### src/rtl/bcd_scan_display_if.sv
// Display bus between a BCD digit source and the scanned seven-segment driver.
interface bcd_scan_display_if #(
    parameter int NUM_DIGITS = 4
);
    logic [4*NUM_DIGITS-1:0] digits_in;
    logic                    blank_lz;
    logic [6:0]              seg;
    logic [NUM_DIGITS-1:0]   an;
    logic                    bcd_err;

    // Digit source side
    modport master (
        output digits_in,
        output blank_lz,
        input  seg,
        input  an,
        input  bcd_err
    );

    // Display driver side
    modport slave (
        input  digits_in,
        input  blank_lz,
        output seg,
        output an,
        output bcd_err
    );
endinterface

### src/rtl/bcd_scan_display.sv
// Time-multiplexed seven-segment driver for NUM_DIGITS packed BCD digits.
// The digit vector is snapshotted once per frame so counter ripples never tear
// a frame; optional leading-zero blanking; invalid codes show a dash.
module bcd_scan_display #(
    parameter int NUM_DIGITS = 4,
    parameter int SCAN_DIV   = 50000,
    parameter int ACTIVE_LOW = 1
) (
    input logic               clk,
    input logic               rst_n,
    bcd_scan_display_if.slave disp
);
    localparam int DIV_W = $clog2(SCAN_DIV);
    localparam int IDX_W = $clog2(NUM_DIGITS);
    localparam logic [DIV_W-1:0] DIV_LAST = DIV_W'(SCAN_DIV - 1);
    localparam logic [IDX_W-1:0] IDX_LAST = IDX_W'(NUM_DIGITS - 1);
    localparam bit INV = (ACTIVE_LOW != 0);
    localparam logic [6:0]            SEG_OFF = INV ? '1 : '0;
    localparam logic [NUM_DIGITS-1:0] AN_OFF  = INV ? '1 : '0;

    logic [DIV_W-1:0]        div_cnt_q, div_cnt_d;
    logic [IDX_W-1:0]        idx_q, idx_d;
    logic [4*NUM_DIGITS-1:0] shadow_q, shadow_d;
    logic [6:0]              seg_q, seg_d;
    logic [NUM_DIGITS-1:0]   an_q, an_d;
    logic                    bcd_err_q, bcd_err_d;

    logic                    tick;
    logic                    blank;
    logic [3:0]              cur_digit;
    logic [6:0]              seg_act;
    logic [NUM_DIGITS-1:0]   an_act;

    // Prescaler, scan index and once-per-frame snapshot of the digit vector
    always_comb begin
        tick      = (div_cnt_q == DIV_LAST);
        div_cnt_d = tick ? '0 : div_cnt_q + 1'b1;
        idx_d     = idx_q;
        shadow_d  = shadow_q;
        if (tick) begin
            if (idx_q == IDX_LAST) begin
                idx_d    = '0;
                shadow_d = disp.digits_in;
            end else begin
                idx_d = idx_q + 1'b1;
            end
        end
    end

    // Select current digit, decide blanking, decode and apply output polarity
    always_comb begin
        cur_digit = '0;
        an_act    = '0;
        // Blanked only if this digit and every more-significant digit is zero;
        // digit 0 is never blanked. Invalid codes are nonzero so never blank.
        blank     = disp.blank_lz && (idx_q != '0);
        for (int unsigned i = 0; i < NUM_DIGITS; i++) begin
            if (idx_q == IDX_W'(i)) begin
                cur_digit = shadow_q[4*i +: 4];
                an_act[i] = 1'b1;
            end
            if ((IDX_W'(i) >= idx_q) && (shadow_q[4*i +: 4] != 4'd0)) begin
                blank = 1'b0;
            end
        end

        // Active-sense segments, bit order g..a
        case (cur_digit)
            4'd0:    seg_act = 7'h3F;
            4'd1:    seg_act = 7'h06;
            4'd2:    seg_act = 7'h5B;
            4'd3:    seg_act = 7'h4F;
            4'd4:    seg_act = 7'h66;
            4'd5:    seg_act = 7'h6D;
            4'd6:    seg_act = 7'h7D;
            4'd7:    seg_act = 7'h07;
            4'd8:    seg_act = 7'h7F;
            4'd9:    seg_act = 7'h6F;
            default: seg_act = 7'h40;
        endcase
        bcd_err_d = (cur_digit > 4'd9);

        if (blank) begin
            seg_act = '0;
            an_act  = '0;
        end

        seg_d = INV ? ~seg_act : seg_act;
        an_d  = INV ? ~an_act  : an_act;
    end

    // State and registered outputs, async active-low reset
    always_ff @(posedge clk or negedge rst_n) begin
        if (!rst_n) begin
            div_cnt_q <= '0;
            idx_q     <= '0;
            shadow_q  <= '0;
            seg_q     <= SEG_OFF;
            an_q      <= AN_OFF;
            bcd_err_q <= 1'b0;
        end else begin
            div_cnt_q <= div_cnt_d;
            idx_q     <= idx_d;
            shadow_q  <= shadow_d;
            seg_q     <= seg_d;
            an_q      <= an_d;
            bcd_err_q <= bcd_err_d;
        end
    end

    assign disp.seg     = seg_q;
    assign disp.an      = an_q;
    assign disp.bcd_err = bcd_err_q;
endmodule
### src/flat_wrapper.sv
// flat-port wrapper written by rule: the top's interface ports become plain ports
module bcd_scan_display_flat 
#(
    parameter int NUM_DIGITS = 4,
    parameter int SCAN_DIV   = 50000,
    parameter int ACTIVE_LOW = 1
)
  (clk, rst_n, disp_digits_in, disp_blank_lz, disp_seg, disp_an, disp_bcd_err);
  bcd_scan_display_if #(.NUM_DIGITS(NUM_DIGITS)) disp_i ();
  input logic clk;
  input logic rst_n;
  input wire logic [$bits(disp_i.digits_in)-1:0] disp_digits_in;
  input wire logic [$bits(disp_i.blank_lz)-1:0] disp_blank_lz;
  output wire logic [$bits(disp_i.seg)-1:0] disp_seg;
  output wire logic [$bits(disp_i.an)-1:0] disp_an;
  output wire logic [$bits(disp_i.bcd_err)-1:0] disp_bcd_err;
  assign disp_i.digits_in = disp_digits_in;
  assign disp_i.blank_lz = disp_blank_lz;
  assign disp_seg = disp_i.seg;
  assign disp_an = disp_i.an;
  assign disp_bcd_err = disp_i.bcd_err;
  bcd_scan_display #(.NUM_DIGITS(NUM_DIGITS), .SCAN_DIV(SCAN_DIV), .ACTIVE_LOW(ACTIVE_LOW)) u_core (.clk(clk), .rst_n(rst_n), .disp(disp_i));
endmodule
### config.mk
export PLATFORM = sky130hd
export DESIGN_NAME = bcd_scan_display_flat
export DESIGN_NICKNAME = d
export VERILOG_FILES = /design/src/rtl/bcd_scan_display_if.sv /design/src/rtl/bcd_scan_display.sv /design/src/flat_wrapper.sv
export SDC_FILE = /design/constraint.sdc
export NUM_CORES = 1
export LEC_CHECK = 0
export CORE_MARGIN = 1
export CORE_UTILIZATION = 58
export CTS_CLUSTER_DIAMETER = 150
export DETAILED_ROUTE_END_ITERATION = 6
export PLACE_DENSITY = 0.84
export SLEW_MARGIN = 20
export SYNTH_ARGS = -nofsm -noshare
export SYNTH_HDL_FRONTEND = slang
export SYNTH_SLANG_ARGS = --single-unit
### constraint.sdc
create_clock -name clk -period 5.32 [get_ports clk]
set_input_delay 1.596 -clock clk [delete_from_list [all_inputs] [get_ports clk]]
set_output_delay 1.596 -clock clk [all_outputs]
set_load 0.02 [all_outputs]
==> qor.yml <==
placement:
  gp_congestion: 0.797
  numPlacedInstances: 268
  dp_hpwl_mm: 2.85
  port_buffers: 30
  pre_cts_ws_ns: 2.38
clock_tree:
  clock_latency_ns: 0.30
  cts.clk_slew.worst_paths_ns: 0.08
  post_cts_buffers: 0
  cts_resized: 0
  holdBufCountCts: 0
  cts-root-buf: "clkbuf_8"
  clockBufferDepth: 2
  cts_tree: "built"
  tritoncts_num_sinks: 46
  h-tree-depth: 2
  cts_buffers: 5
worst_setup_path:
  reg2reg_depth: 8
  crit_slowest_cell: "clkdlybuf4s50_1"
  crit_path_end: "disp_seg[1]"
  cpLargestDelayFamily: "buffers and inverters"
  slowest_delay_ns: 0.59
  criticalPathCategory: "reg -> out"
  rr_endpoint: "u_core.disp.seg[0]"
  crit_path_start_kind: "register"
  critical_path_required_ns: 3.72
  arrival_ns: 1.42
  cp-end-kind: "output pin"
  startpoint: "u_core.disp.seg[1]"
  worstPathMaxFanout: 1
  crit_chain: "clkdlybuf4s50_1"
  ff2ff_setup_slack_ns: 2.76
  crit_cells: 1
  rr_startpoint: "u_core.idx_q[1]"
  crit_buf_inv: 1
sta:
  slew_headroom_pct: 46.4
  max_freq_ghz: 0.332
  maxSlewViolCount: 0
  min_period_ns: 3.01
  rsz0062_at_grt: "false"
  fin_tns_setup_ns: 0
  hold_viol_final: 0
  finClkSkew_ns: 0.00558
  setup-violations-final: 0
  tightest_slew_ns: 0.801
  setup_slack_ns: 2.31
  hold_ws_ns: 0.491
  timing.final.crit_share_pct: 56.6
drt:
  drtPass1Iterations: 4
  postRouteAntennaNets: 0
  routed-via-count: 1524
  vias_per_cell: 5.50
  post_drt_wl_per_cell_um: 14.4
  drc_errors: 0
  wl_mm: 3.98
  initialDrtViolationCount: 101
floorplanning:
  fp.coreArea_um2: 3660
  start_util_pct: 60.3
  die_y_um: 63.7
  die_x_um: 63.7
  dieArea_um2: 4060
  ioPinCount: 31
  fp-row-count: 22
status:
  outcome: "finished, final reports clean"
synth:
  yosysTopAreaCell: "dfrtp_1"
  synthTopCellsByArea: "dfrtp_1, dfstp_2, mux2_4"
  synth_compound_area_share_pct: 8.39
  synth_fp_nets: 224
  yosysSeqAreaShare_pct: 52.7
  synth_edf_count: 0
  synth_top_family_by_area: "simple AND/OR/NAND/NOR gates"
  synth_warnings: 0
  ys_ff_latch: 46
  yosys.area_share.simple_pct: 16.7
  synthXorXnorAreaFrac_pct: 4.76
  synth_top_cell_area_share_pct: 39.7
  ys_types: 42
  synthAdderAreaFrac_pct: 5.10
  synthCells: 196
  async_reset_ff_share_pct: 100
  synthMuxAreaShare_pct: 9.01
  synth_flop_cell: "dfrtp_1"
  syn_area_per_cell_um2: 11.3
  netlist_area_um2: 2210
pwr:
  p_per_area_nw_per_um2: 221
  p_leak_nw: 1.20
  vdd_drop_max_uv: 153
min_path:
  min_path_type: "reg -> reg"
final_layout:
  instances_no_fill: 277
  n_antenna_cell: 0
  layout-drive-gt1-share_pct: 17.5
  final_nets: 256
  seqCellArea_um2: 1160
  syn2layout_area_growth_pct: 20.2
  multiInputGateArea_um2: 971
  nFillCells: 260
grt:
  antenna_found_initial: 0
  grt_max_degree: 47
  grt_pass1_wl_mm: 7.07
  grt_pass1_vias: 1555
  grt.total_usage_pct: 23.0
  grt_overflow_total: 0
run:
  drv_cap: 0
## cell usage in the layout (no fill, tap or decap), drive strengths merged, types with 2 or more instances in the layout
cell type and n:
o21ai 11, nand3b 2, xnor2 4, xor2 8, o22ai 2, nor4 5
nand2b 2, a21oi 3, mux2 15, nand2 14, clkbuf 7, ha 9
nand4 5, clkdlybuf4s50 29, dfstp 11, o211ai 2, nor3 3, nand3 11
dfrtp 35, nor2b 2, or4 2, buf 3, nor2 16, a31oi 2
a211oi 3, inv 10
## synth_stat cells (2+ instances only)
cell type  number
nand2b_1        2
xnor2_1         4
clkbuf_1        5
ha_1            9
mux2_4          8
o211ai_1        2
nor3_1          3
nor4_1          4
nor2b_1         2
mux2_2          7
dfrtp_1        35
o22ai_1         2
inv_1          10
a211oi_1        3
nor2_1         16
a31oi_1         2
nand4_1         5
nand3_1        10
a21oi_1         3
xor2_1          8
dfstp_2        11
o21ai_0        11
nand3b_1        2
nand2_1        14
## per-stage QoR
stage	area [um^2]	power, mW	utilization, %
3_3_place_gp	2540	0.376	69.3
5_1_grt	2660	0.610	72.5
4_1_cts	2630	0.586	71.8
3_5_place_dp	2540	0.376	69.3
6_report	2660	0.586	72.5
2_1_floorplan	2210	0.357	-
## worst min path at each step
| stage | from | end | slack [ns] | cells after the start |
|---|---|---|---|---|
| floorplan | u_core.div_cnt_q[0] | u_core.div_cnt_q[0] | 0.45 | 1 |
| global placement | u_core.div_cnt_q[0] | u_core.div_cnt_q[0] | 0.48 | 1 |
| detailed placement | u_core.div_cnt_q[5] | u_core.div_cnt_q[5] | 0.49 | 1 |
| CTS | u_core.div_cnt_q[5] | u_core.div_cnt_q[5] | 0.50 | 1 |
| global route | u_core.div_cnt_q[5] | u_core.div_cnt_q[5] | 0.52 | 1 |
| finish | u_core.div_cnt_q[0] | u_core.div_cnt_q[0] | 0.49 | 1 |
## routing by layer
metal | vias to the layer above | track usage, % | part of all wire [%]
li1 | 756 | - | -
met1 | 726 | 32.2 | 49
met2 | 33 | 34.6 | 47
met3 | 9 | 4.53 | 2.8
met4 | 0 | 9.94 | 2.0
met5 | - | 0 | 0
## cell type report
type | instances | share of cell area (%)
Sequential cell | 46 | 43.9
Multi-Input combinational cell | 133 | 36.6
Clock buffer | 7 | 3.25
Inverter | 10 | 1.41
Clock inverter | 1 | 0.189
Timing Repair Buffer | 32 | 12.4
Tap cell | 48 | 2.26
## registers in the layout (all words and copies together), names as in the netlist
signal	cells
u_core.disp.seg	7
u_core.div_cnt_q	16
u_core.shadow_q	16
u_core.disp.an	4
u_core.idx_q	2
u_core.disp.bcd_err	1
## report_power, final
| group | switching [mW] | internal (mW) | total (mW) |
|---|---|---|---|
| Combinational | 0.00858 | 0.0133 | 0.0219 |
| Clock | 0.109 | 0.105 | 0.214 |
| Sequential | 0 | 0.350 | 0.350 |
| Total | 0.118 | 0.468 | 0.586 |
## logic make-up after synthesis
| family | count (synthesis) |
|---|---|
| simple gates | 68 |
| buf+inv | 17 |
| xor+xnor | 12 |
| mux | 15 |
| fa+ha+maj | 9 |
| compound gates | 29 |
| flops | 46 |
## worst reg2reg max path: stages, from the launching register on
cell and delay (ns):
dfrtp_1 0.42, ha_1 0.37, nand2b_1 0.22, o22ai_1 0.10, a31oi_1 0.60, inv_1 0.20
ha_1 0.26, o21ai_0 0.20, nand4_1 0.11
(Power assumes the default switching activity.)
